`src/rtl/adder_share_arb_if.sv`:
```
// ---------------------------------------------------------------------------
// adder_share_arb_if
// Bundles the client request/operand/result signals and the shared-adder
// operand/result signals of the adder arbiter.
//
//   req0/a0/b0, req1/a1/b1 : requester level requests and operands
//   gnt, ack, res, busy    : one-hot grant, one-cycle ack, result, busy flag
//   add_a/add_b/add_go     : operands and operand-valid strobe to the adder
//   add_res                : result returned by the external adder
//
// Modports:
//   slave  : the arbiter side (consumes requests, drives grants/adder ops)
//   master : the environment side (clients plus the adder instance)
// ---------------------------------------------------------------------------
interface adder_share_arb_if #(
  parameter int DW = 4,
  parameter int RW = 8
);
  logic          req0;
  logic [DW-1:0] a0;
  logic [DW-1:0] b0;
  logic          req1;
  logic [DW-1:0] a1;
  logic [DW-1:0] b1;
  logic [1:0]    gnt;
  logic [1:0]    ack;
  logic [RW-1:0] res;
  logic          busy;
  logic [DW-1:0] add_a;
  logic [DW-1:0] add_b;
  logic          add_go;
  logic [RW-1:0] add_res;

  modport slave (
    input  req0, a0, b0, req1, a1, b1, add_res,
    output gnt, ack, res, busy, add_a, add_b, add_go
  );

  modport master (
    output req0, a0, b0, req1, a1, b1, add_res,
    input  gnt, ack, res, busy, add_a, add_b, add_go
  );
endinterface

```
`src/rtl/adder_share_arb.sv`:
```
// ---------------------------------------------------------------------------
// adder_share_arb
// Round-robin arbiter that shares one external registered adder between two
// requesters. The winner's operands are latched and presented to the adder
// for one cycle (add_go), the arbiter waits LAT cycles, captures the adder
// result and returns it with a one-cycle one-hot ack.
//
// Ports:
//   clk    : clock, rising edge
//   rst_n  : asynchronous active-low reset
//   bus    : adder_share_arb_if.slave
//            req0/a0/b0, req1/a1/b1 in  - level requests and operands
//            gnt[1:0]              out - one-hot grant
//            ack[1:0]              out - one-hot completion pulse
//            res[RW-1:0]           out - result, valid with ack, held after
//            busy                  out - high whenever not IDLE
//            add_a/add_b           out - operands to the adder
//            add_go                out - operand strobe, ISSUE cycle only
//            add_res[RW-1:0]       in  - adder result
//
// Parameters: DW operand width, RW result width (>= DW+1), LAT adder
// latency in cycles (>= 1). All outputs come straight from flops.
// ---------------------------------------------------------------------------
module adder_share_arb #(
  parameter int DW  = 4,
  parameter int RW  = 8,
  parameter int LAT = 1
) (
  input  logic              clk,
  input  logic              rst_n,
  adder_share_arb_if.slave  bus
);

  localparam int CW = $clog2(LAT + 1);

  typedef enum logic [1:0] {
    S_IDLE  = 2'd0,
    S_ISSUE = 2'd1,
    S_WAIT  = 2'd2,
    S_DONE  = 2'd3
  } state_e;

  state_e        state_q, state_d;
  logic [1:0]    gnt_q, gnt_d;
  logic [1:0]    ack_q, ack_d;
  logic [RW-1:0] res_q, res_d;
  logic          busy_q, busy_d;
  logic [DW-1:0] add_a_q, add_a_d;
  logic [DW-1:0] add_b_q, add_b_d;
  logic          add_go_q, add_go_d;
  logic [CW-1:0] cnt_q, cnt_d;
  // 0: requester 0 preferred on a tie, 1: requester 1 preferred
  logic          pref_q, pref_d;

  logic          win1;

  // Requester 1 wins when it is the only one asking, or on a tie when it
  // holds the round-robin preference.
  always_comb begin
    win1 = bus.req1 & (~bus.req0 | pref_q);
  end

  always_comb begin
    state_d  = state_q;
    gnt_d    = gnt_q;
    ack_d    = 2'b00;
    res_d    = res_q;
    add_a_d  = add_a_q;
    add_b_d  = add_b_q;
    add_go_d = 1'b0;
    cnt_d    = cnt_q;
    pref_d   = pref_q;

    case (state_q)
      S_IDLE: begin
        if (bus.req0 | bus.req1) begin
          state_d  = S_ISSUE;
          gnt_d    = win1 ? 2'b10 : 2'b01;
          add_a_d  = win1 ? bus.a1 : bus.a0;
          add_b_d  = win1 ? bus.b1 : bus.b0;
          // add_go is registered, so it is raised on the edge entering ISSUE
          add_go_d = 1'b1;
        end
      end

      S_ISSUE: begin
        cnt_d   = CW'(LAT);
        state_d = S_WAIT;
      end

      S_WAIT: begin
        cnt_d = cnt_q - CW'(1);
        // Only the final WAIT cycle carries a valid adder result.
        if (cnt_q == CW'(1)) begin
          res_d   = bus.add_res;
          ack_d   = gnt_q;
          state_d = S_DONE;
        end
      end

      S_DONE: begin
        // Hand preference to whichever requester was not just served.
        pref_d  = gnt_q[0];
        gnt_d   = 2'b00;
        state_d = S_IDLE;
      end

      default: begin
        state_d = S_IDLE;
        gnt_d   = 2'b00;
      end
    endcase

    busy_d = (state_d != S_IDLE);
  end

  always_ff @(posedge clk or negedge rst_n) begin
    if (!rst_n) begin
      state_q  <= S_IDLE;
      gnt_q    <= 2'b00;
      ack_q    <= 2'b00;
      res_q    <= '0;
      busy_q   <= 1'b0;
      add_a_q  <= '0;
      add_b_q  <= '0;
      add_go_q <= 1'b0;
      cnt_q    <= '0;
      pref_q   <= 1'b0;
    end else begin
      state_q  <= state_d;
      gnt_q    <= gnt_d;
      ack_q    <= ack_d;
      res_q    <= res_d;
      busy_q   <= busy_d;
      add_a_q  <= add_a_d;
      add_b_q  <= add_b_d;
      add_go_q <= add_go_d;
      cnt_q    <= cnt_d;
      pref_q   <= pref_d;
    end
  end

  assign bus.gnt    = gnt_q;
  assign bus.ack    = ack_q;
  assign bus.res    = res_q;
  assign bus.busy   = busy_q;
  assign bus.add_a  = add_a_q;
  assign bus.add_b  = add_b_q;
  assign bus.add_go = add_go_q;

`ifndef SYNTHESIS
  a_gnt_onehot0: assert property (@(posedge clk) disable iff (!rst_n)
    $onehot0(gnt_q));
  a_ack_in_done: assert property (@(posedge clk) disable iff (!rst_n)
    (ack_q != 2'b00) |-> (state_q == S_DONE));
  a_go_in_issue: assert property (@(posedge clk) disable iff (!rst_n)
    add_go_q |-> (state_q == S_ISSUE));
  a_ack_has_gnt: assert property (@(posedge clk) disable iff (!rst_n)
    (ack_q & ~gnt_q) == 2'b00);
`endif

endmodule

```
`src/flat_wrapper.sv`:
```
// flat-port wrapper written by rule: the top's interface ports become plain ports
module adder_share_arb_flat 
#(
  parameter int DW  = 4,
  parameter int RW  = 8,
  parameter int LAT = 1
)
  (clk, rst_n, bus_req0, bus_a0, bus_b0, bus_req1, bus_a1, bus_b1, bus_add_res, bus_gnt, bus_ack, bus_res, bus_busy, bus_add_a, bus_add_b, bus_add_go);
  adder_share_arb_if #(.DW(DW), .RW(RW)) bus_i ();
  input  logic clk;
  input  logic rst_n;
  input wire logic [$bits(bus_i.req0)-1:0] bus_req0;
  input wire logic [$bits(bus_i.a0)-1:0] bus_a0;
  input wire logic [$bits(bus_i.b0)-1:0] bus_b0;
  input wire logic [$bits(bus_i.req1)-1:0] bus_req1;
  input wire logic [$bits(bus_i.a1)-1:0] bus_a1;
  input wire logic [$bits(bus_i.b1)-1:0] bus_b1;
  input wire logic [$bits(bus_i.add_res)-1:0] bus_add_res;
  output wire logic [$bits(bus_i.gnt)-1:0] bus_gnt;
  output wire logic [$bits(bus_i.ack)-1:0] bus_ack;
  output wire logic [$bits(bus_i.res)-1:0] bus_res;
  output wire logic [$bits(bus_i.busy)-1:0] bus_busy;
  output wire logic [$bits(bus_i.add_a)-1:0] bus_add_a;
  output wire logic [$bits(bus_i.add_b)-1:0] bus_add_b;
  output wire logic [$bits(bus_i.add_go)-1:0] bus_add_go;
  assign bus_i.req0 = bus_req0;
  assign bus_i.a0 = bus_a0;
  assign bus_i.b0 = bus_b0;
  assign bus_i.req1 = bus_req1;
  assign bus_i.a1 = bus_a1;
  assign bus_i.b1 = bus_b1;
  assign bus_i.add_res = bus_add_res;
  assign bus_gnt = bus_i.gnt;
  assign bus_ack = bus_i.ack;
  assign bus_res = bus_i.res;
  assign bus_busy = bus_i.busy;
  assign bus_add_a = bus_i.add_a;
  assign bus_add_b = bus_i.add_b;
  assign bus_add_go = bus_i.add_go;
  adder_share_arb #(.DW(DW), .RW(RW), .LAT(LAT)) u_core (.clk(clk), .rst_n(rst_n), .bus(bus_i));
endmodule
```
`config.mk`:
```
export PLATFORM = sky130hd
export DESIGN_NAME = adder_share_arb_flat
export DESIGN_NICKNAME = d
export VERILOG_FILES = /design/src/rtl/adder_share_arb_if.sv /design/src/rtl/adder_share_arb.sv /design/src/flat_wrapper.sv
export SDC_FILE = /design/constraint.sdc
export NUM_CORES = 1
export LEC_CHECK = 0
export CELL_PAD_IN_SITES_DETAIL_PLACEMENT = 1
export CELL_PAD_IN_SITES_GLOBAL_PLACEMENT = 2
export CORE_ASPECT_RATIO = 1.5
export CORE_UTILIZATION = 40
export CTS_CLUSTER_SIZE = 16
export DETAILED_ROUTE_END_ITERATION = 10
export DONT_BUFFER_PORTS = 1
export HOLD_SLACK_MARGIN = 0.1
export PLACE_DENSITY_LB_ADDON = 0.15
export SLEW_MARGIN = 20
export SYNTH_ARGS = -nofsm -noshare
export SYNTH_HDL_FRONTEND = slang
export SYNTH_SLANG_ARGS = --single-unit
```
`constraint.sdc`:
```
create_clock -name clk -period 4.2 [get_ports clk]
set_clock_uncertainty 0.15 [all_clocks]
set_input_delay 1.05 -clock clk [delete_from_list [all_inputs] [get_ports clk]]
set_output_delay 1.05 -clock clk [all_outputs]
set_load 0.02 [all_outputs]
```
# Word-level counts from Yosys, hierarchy flattened
# Index checks and enable logic that the tools add are counted.
# classes
add_sub_neg	1
mux	13
n_eq_ne	4
n_reduce_logical	7
bitwise	4
# ops
cell	n
$mux W2	6
$mux W4	2
$pmux W2 S4	1
$reduce_and A2 Y1	3
$reduce_bool A2 Y1	3
$eq A2 B2 Y1 const B	2
$pmux W2 S2	1
$eq A2 B1 Y1 const B	1
$logic_not A2 Y1	1
$mux W1	2
$ne A2 B1 Y1 const B	1
$or A1 B1 Y1	2
$pmux W1 S2	1
$and A1 B1 Y1	1
$not A1 Y1	1
$sub A1 B1 Y1 const B	1
# word_totals
register_bits	26
input_bits	28

# Longest topological paths before layout
# Gate-level depths: netlist (run 1).
# logic_depth
word_depth	6
ltp_mapped	6
mapped_depth_nobuf	5

# Worst setup path before layout (run 1)
# No wires, ideal clock.
# synth_path
kind	input -> register
from	input bus_req1
to	register u_core.busy_q (netlist: u_core.bus.busy)
arrival_ns	1.649
stages	4
path_slack_ns	2.277
path_cell_list	o21ai_2 -> buf_6 -> o21ai_0 -> o31a_1
# synth_between
elab_chain_len	4
# synth_lines
element	line	source
from (decl)	flat_wrapper.sv:15	input wire logic [$bits(bus_i.req1)-1:0] bus_req1;
$or A1 B1 Y1	adder_share_arb.sv:76	if (bus.req0 | bus.req1) begin
$mux W2	adder_share_arb.sv:76	
$pmux W2 S4	adder_share_arb.sv:74	case (state_q)
$reduce_bool A2 Y1	adder_share_arb.sv:114	busy_d = (state_d != S_IDLE);
net u_core.busy_d	adder_share_arb.sv:47	logic busy_q, busy_d;
to (signal assigned)	adder_share_arb.sv:134	busy_q <= busy_d;
to (decl)	adder_share_arb.sv:47	
# The timed path passes the listed nets, and every way through them passes these cells.
# A chain may end at the register's enable or synchronous reset.

# Final worst setup path (run 1)
# layout_path
from	register u_core.gnt_q[1] (netlist: u_core.bus.gnt[1])
to	output bus_gnt[1]
# layout_rtl
element	line	source
from (decl)	adder_share_arb.sv:44	logic [1:0] gnt_q, gnt_d;
from (signal assigned)	adder_share_arb.sv:131	gnt_q <= gnt_d;
to (decl)	flat_wrapper.sv:19	output wire logic [$bits(bus_i.gnt)-1:0] bus_gnt;
# No word-level cell between the ends.

==> key figures, run 1 <==
Setup path
  • Crit path kind: register to primary output
  • Max Fanout on Critical Path: 4
  • Setup crit end kind: primary output
  • Critical path launch point type: register
  • Critical path data required time: ~3 ns
  • Arr. time, crit path: 0.85 ns

Power and ir drop
  • Sw Pwr: between 0.4 and 0.5 mW
  • Clock power share: 0.163
  • Sw Share: 0.395
  • Max VDD drop: ~0.38 mV
  • Gate power share: 0.297
  • Register share of total power: 0.539
  • Leak: 0.521 nW
  • Power Internal: around 0.63 mW
  • Tot Pwr: 1.05 mW
  • PD cells: slightly below 900 nW/um2

Yosys
  • Area of the mapped netlist: between 1000 and 1500 um2
  • Post-Synth Adder-Cell Area: 0.0347
  • Syn_area_per_cell: 13.5 um2
  • Synth area leaders: dfrtp_1 (60%), mux2_2 (9.4%), a221o_1 (7.4%)
  • Register area share after synthesis: 0.602
  • Top cell type by total area after synthesis: dfrtp_1
  • Compound-Gate Fraction of Synth Area: 0.146
  • Syn Nets: approximately 110
  • Synth top area share: 0.602
  • Mux contribution to synthesized area: 0.0938
  • Simple-gate share of the synthesized area: 0.0926
  • Yosys reg bits: 26
  • Post-Syn Instances: 80
  • Synth unique cells: 19
  • Synth Area in XOR/XNOR: 0
  • Synthesis warning total: 0
  • Largest family of logic cells by synthesized area: compound AO/OA/AOI/OAI gates

Placement
  • Detailed placer's ending HPWL: 1520 um
  • Placed insts: 115
  • Port Buf Inserts: 0
  • DP Area: about 1100 um2
  • Gpl congestion: between 0.7 and 0.8

Timing
  • RSZ-0062 raised after global routing: false
  • Setup_tns: 0 ns
  • Fin. max-slew vios: 0
  • Period minus WS final: about 2 ns
  • Period utilization: 0.488
  • Measured slew at the worst slew-check pin: 0.432 ns
  • Final setup viols: 0
  • Fmax: between 400 and 500 MHz
  • Final hold vios: 0
  • Slew HR: 0.712

Global routing
  • Vias in the first global route: slightly above 700
  • Total grt overflow: 0
  • Initial antenna violation count: 0
  • First-pass GRT wire length: roughly 3200 um
  • GRT Total Usage: 0.150
  • Pin count of the biggest net entering global routing: 27

CTS
  • Max Buffers Root-to-Sink: 2
  • Clock slew at reported path FFs: roughly 0.14 ns
  • Clock buffer count from CTS: 3
  • Worst skew pair latency: between 0.3 and 0.4 ns
  • H-tree depth: 1
  • Post-CTS Setup Inserts: 0
  • Clk sinks: 26
  • CTS resizes: 0
  • CTS tree: done
  • Hold Buf Count CTS: 0
  • Root Buffer: clkbuf_4

Run
  • Number of max-cap violations: 0

Floorplan
  • Die area: roughly 2900 um2
  • Die W: about 44 um
  • Initial Util: 0.432
  • Ports: 50
  • Core area: roughly 2500 um2
  • Row count: 22
  • Die H: between 60 and 70 um

Route
  • DRC: 0
  • Initial DRC count: 10
  • Vias/cell: 5.70
  • DRT Wirelength: between 2000 and 2500 um
  • Drt pass-1 iters: 4
  • Final ANT Viol Nets: 0
  • Via Count: between 600 and 700
  • Avg WL per Cell: about 17 um

Finish
  • Post-Route Utilization: 0.466
  • # fillers: between 200 and 300
  • Layout cells sized above 1: 0.253
  • Nets: 115
  • Area delta synth->final: 7.99%
  • ANT cells: 0
  • Finished Cell Area: 1170 um2
  • Post-Layout Cell Count: 119

Min path
  • Worst Hold Class: input port to asynchronous set/reset pin

Outcome
  • Status: finished clean
[metal layers]
| metal | global-route usage | vias to the layer above | wire [um] |
|---|---|---|---|
| met5 | 0 | - | 0 |
| met1 | 0.165 | 347 | 791 |
| li1 | - | 294 | - |
| met2 | 0.267 | 32 | 1080 |
| met4 | 0.0795 | 0 | 46 |
| met3 | 0.0220 | 5 | 124 |
[synthesized netlist by cell type]
cell type  number
dfrtp_1        26
mux2_2          9
a221o_1         8
and2_0          6
inv_1           6
nand2_1         4
and2_2          3
ha_1            3
o21ai_0         3
a21oi_2         2
and3_1          2
a2bb2oi_1       1
buf_6           1
nand3_1         1
o21ai_2         1
o22a_2          1
o2bb2ai_1       1
o31a_1          1
or3_2           1
[stage by stage]
step	hold slack, ns	worst slack (ns)
after floorplan	0.366	2.28
after global placement	0.409	2.08
after detailed placement	0.420	2.00
after CTS	0.228	2.12
after global routing	0.226	2.11
final	0.247	2.15
[flip-flops by register name, indices dropped and copies added (netlist names)]
register,cells
u_core.cnt_q,1
u_core.pref_q,1
u_core.bus.add_a,4
u_core.state_q,2
u_core.bus.busy,1
u_core.bus.ack,2
u_core.bus.add_go,1
u_core.bus.gnt,2
u_core.bus.add_b,4
u_core.bus.res,8
[layout make-up]
class	count	area [um2]	area share
tap	36	45.0	0.0386
clock inverter	1	30.0	0.0257
clock buffer	3	22.5	0.0193
inverter	6	22.5	0.0193
sequential	26	651	0.557
multi-input combinational	47	397	0.340
[placed cells by master, fill, tap and decap left out, drive strengths merged, types with 2 or more instances in the layout]
master,n
dfrtp,26
mux2,9
and2,9
a221o,8
inv,6
nand2,4
o21ai,4
ha,3
clkbuf,3
and3,2
a21oi,2
[power by group through the flow]
stage	registers [mW]	logic (mW)	clock network (mW)
after floorplan	0.546	0.273	0
after CTS	0.568	0.320	0.176
after detailed placement	0.573	0.316	0
after global routing	0.578	0.354	0.180
after global placement	0.571	0.306	0
final	0.564	0.311	0.171
[path summary, 6_finish.rpt]
kind                              startpoint             endpoint  slack, ns  cells after the start
min in group clk           u_core.state_q[0]    u_core.state_q[0]       0.44                      1
max reg2reg                u_core.state_q[0]  u_core.bus.add_a[2]       2.37                      5
min                                    rst_n    u_core.bus.add_go       0.25                      0
max                        u_core.bus.gnt[1]           bus_gnt[1]       2.15                      0
max in group asynchronous              rst_n  u_core.bus.add_a[0]       3.58                      0
min reg2reg                u_core.state_q[0]    u_core.state_q[0]       0.44                      1
[cell families (layout without fill, tap and decap cells)]
family / after synthesis / count (layout)
multiplexers: 9 / 9
AO/OA/AOI/OAI: 18 / 18
flip-flops: 26 / 26
adder cells (fa/ha/maj): 3 / 3
buffers and inverters: 7 / 10
AND/OR/NAND/NOR: 17 / 17
Power figures use the tool's default switching activity.
==> run 2: changes to the inputs <==
--- a/config.mk
+++ b/config.mk
@@ -8,7 +8,7 @@
 export CELL_PAD_IN_SITES_DETAIL_PLACEMENT = 1
 export CELL_PAD_IN_SITES_GLOBAL_PLACEMENT = 2
 export CORE_ASPECT_RATIO = 1.5
-export CORE_UTILIZATION = 40
+export CORE_UTILIZATION = 33
 export CTS_CLUSTER_SIZE = 16
 export DETAILED_ROUTE_END_ITERATION = 10
 export DONT_BUFFER_PORTS = 1
==> constraint.sdc (replaced) <==
create_clock -name clk -period 1.65 [get_ports clk]
set_clock_uncertainty 0.15 [all_clocks]
set_input_delay 0.4125 -clock clk [delete_from_list [all_inputs] [get_ports clk]]
set_output_delay 0.4125 -clock clk [all_outputs]
set_load 0.02 [all_outputs]
==> run 2 against run 1 <==
Net effect:
- clock-buffer cell count unchanged
- flip-flop and latch count unchanged
- hold slack worse by 0.12 ns
- final cell count up 9.2%
- final area up 10%
- power rose to 2.8 times the previous value
- critical endpoint is now u_core.bus.add_a[1]
==> key figures, run 2 (synthesized netlist as in run 1, its figures left out) <==
CTS
  • Max Buffers Root-to-Sink: 2 (unchanged)
  • H-tree depth: 1 (unchanged)
  • Clk sinks: 26 (unchanged)
  • Root Buffer: clkbuf_8 (was clkbuf_4)
  • Post-CTS Setup Inserts: 0 (unchanged)
  • Worst skew pair latency: 0.27 ns (was 0.32 ns)
  • Clock buffer count from CTS: 3 (unchanged)
  • Clock slew at reported path FFs: 0.09 ns (was 0.14 ns)
  • CTS tree: done (unchanged)

Floorplan
  • Die H: 72.1 um (was 65.7 um)
  • Ports: 50 (unchanged)
  • Die W: 48.7 um (was 44.4 um)
  • Die area: 3510 um2 (was 2920 um2)
  • Core area: 3130 um2 (was 2500 um2)
  • Initial Util: 0.346 (was 0.432)
  • Row count: 25 (was 22)

Placement
  • Port Buf Inserts: 0 (unchanged)
  • Detailed placer's ending HPWL: 1640 um (was 1520 um)
  • Setup WS pre-CTS: -0.0254 ns (was 2.00 ns)
  • Gpl congestion: 0.678 (was 0.711)

Setup path
  • Flop2flop setup slack: 0.09 ns (was 2.37 ns)
  • Worst Path Buf+Inv: 2
  • Crit path kind: register to register (was register to primary output)
  • Setup crit end kind: register (was primary output)
  • Worst reg2reg path endpoint: u_core.bus.add_a[1] (was u_core.bus.add_a[2])
  • Critical path launch point type: register (unchanged)
  • Slowest CP cell: dfrtp_1
  • Worst r2r src: u_core.state_q[1] (was u_core.state_q[0])
  • R2R depth: 6 (was 5)
  • Max Fanout on Critical Path: 9 (was 4)
  • CP delay by family, top: flip-flops
  • Arr. time, crit path: 1.57 ns (was 0.85 ns)
  • CP max stage delay: between 0.3 and 0.4 ns
  • Critical path data required time: 1.66 ns (was 3.00 ns)
  • Crit-path cells: inv_1 > ha_4 > nand2_1 > a21oi_2 > buf_4 > a221o_1

Power and ir drop
  • Max VDD drop: 0.973 mV (was 0.375 mV)
  • PD cells: 2280 nW/um2 (was 895 nW/um2)
  • Leak: 0.568 nW (was 0.521 nW)
  • Tot Pwr: 2.93 mW (was 1.05 mW)

Timing
  • RSZ-0062 raised after global routing: true (was false)
  • Final hold slack: 0.125 ns (was 0.247 ns)
  • Measured slew at the worst slew-check pin: 0.284 ns (was 0.432 ns)
  • Fin. max-slew vios: 0 (unchanged)
  • Final hold vios: 0 (unchanged)
  • Final setup viols: 0 (unchanged)
  • Setup_tns: 0 ns (unchanged)
  • Slew HR: 0.810 (was 0.712)
  • Period utilization: 0.946
  • Period minus WS final: 1.56 ns
  • Min setup slack post-route: 0.0888 ns (was 2.15 ns)
  • Fmax: roughly 640 MHz

Route
  • DRT Wirelength: 2220 um (was 2040 um)
  • Initial DRC count: 10 (unchanged)
  • Vias/cell: 5.29 (was 5.70)
  • Avg WL per Cell: 17.1 um (was 17.2 um)
  • Via Count: 688 (was 678)
  • Final ANT Viol Nets: 0 (unchanged)
  • DRC: 0 (unchanged)
  • Drt pass-1 iters: 4 (unchanged)

Finish
  • Nets: 122 (was 115)
  • Post-Route Utilization: 0.410 (was 0.466)
  • Sequential cell area: 651 um2 (unchanged)
  • Multi-input gate area: 422 um2 (was 397 um2)
  • # fillers: 342 (was 267)
  • Area delta synth->final: 18.7% (was 7.99%)
  • Max reg flops: 8 (unchanged)
  • Layout cells sized above 1: 0.333 (was 0.253)
  • Most frequent cells in the layout: dfrtp_1 (26), mux2_2 (9), a221o_1 (8) (unchanged)
  • Most common cell after layout, fill and taps aside: dfrtp_1 (unchanged)
  • ANT cells: 0 (unchanged)

Min path
  • Endpoint, Worst Hold: u_core.bus.add_a[2]
  • Hold depth: 1
  • Hold path startpoint: bus_a0[2]
  • Worst Hold Class: input port to register (was input port to asynchronous set/reset pin)

Global routing
  • Vias in the first global route: 755 (was 717)
  • Initial antenna violation count: 0 (unchanged)
  • GRT Total Usage: 0.143 (was 0.150)
  • First-pass GRT wire length: 3740 um (was 3190 um)
  • Total grt overflow: 0 (unchanged)
  • Pin count of the biggest net entering global routing: 27 (unchanged)

Outcome
  • Status: finished clean (unchanged)

Run
  • Number of max-cap violations: 0 (unchanged)
==> run 2: cell count changes in the layout (fill, tap and decap cells not counted), sizes merged <==
cell,previous run,this run
buf,0,6
dlygate4sd3,0,1
==> run 2: per-layer routing <==
| layer | wire length, um | track usage |
|---|---|---|
| met1 | 893 | 0.159 |
| met2 | 1130 | 0.245 |
| met3 | 140 | 0.0314 |
| met4 | 58 | 0.0882 |
| met5 | 0 | 0 |
==> run 2: final cells by class <==
class,instances,share of cell area
clock inverters,1,0.0234
inverters,6,0.0175
clock buffers,3,0.0322
well taps,40,0.0390
repair buffers,7,0.0526
multi-input cells,47,0.328
flip-flops and latches,26,0.507
==> run 2: what timing repair did <==
action                     in CTS  in global routing
hold buffers                    2                  0
setup endpoints to repair       7                 13
hold endpoints to repair       26                  0
resized for setup               2                  3
==> run 2: power by group <==
group | switching [mW] | leakage (nW) | internal [mW]
logic | 0.422 | 0.216 | 0.548
registers | 0.493 | 0.317 | 0.934
clock network | 0.204 | 0.0357 | 0.325
==> run 2: stage by stage <==
stage               cells  cell area, um2
global placement      124            1160
finish                130            1280
global route          130            1280
detailed placement    124            1160
floorplan              80            1080
CTS                   130            1270
==> run 2: worst reg2reg max path, cell delays in order (launching register included) <==
cell and delay [ns]:
dfrtp_1 0.39, inv_1 0.09, ha_4 0.18, nand2_1 0.08, a21oi_2 0.03, buf_4 0.17, a221o_1 0.36
==> run 2: worst max path at each step <==
stage / cells after the start / to / startpoint / slack (ns)
6_report: 6 / u_core.bus.add_a[1] / u_core.state_q[1] / 0.09
5_1_grt: 6 / u_core.bus.add_a[1] / u_core.state_q[1] / -0.001
4_1_cts: 4 / u_core.bus.res[3] / u_core.state_q[0] / 0.02
3_5_place_dp: 5 / u_core.bus.add_a[3] / u_core.state_q[1] / -0.03
3_3_place_gp: 5 / u_core.bus.add_a[2] / u_core.state_q[0] / 0.03
2_1_floorplan: 6 / u_core.bus.add_a[0] / u_core.state_q[0] / 0.06
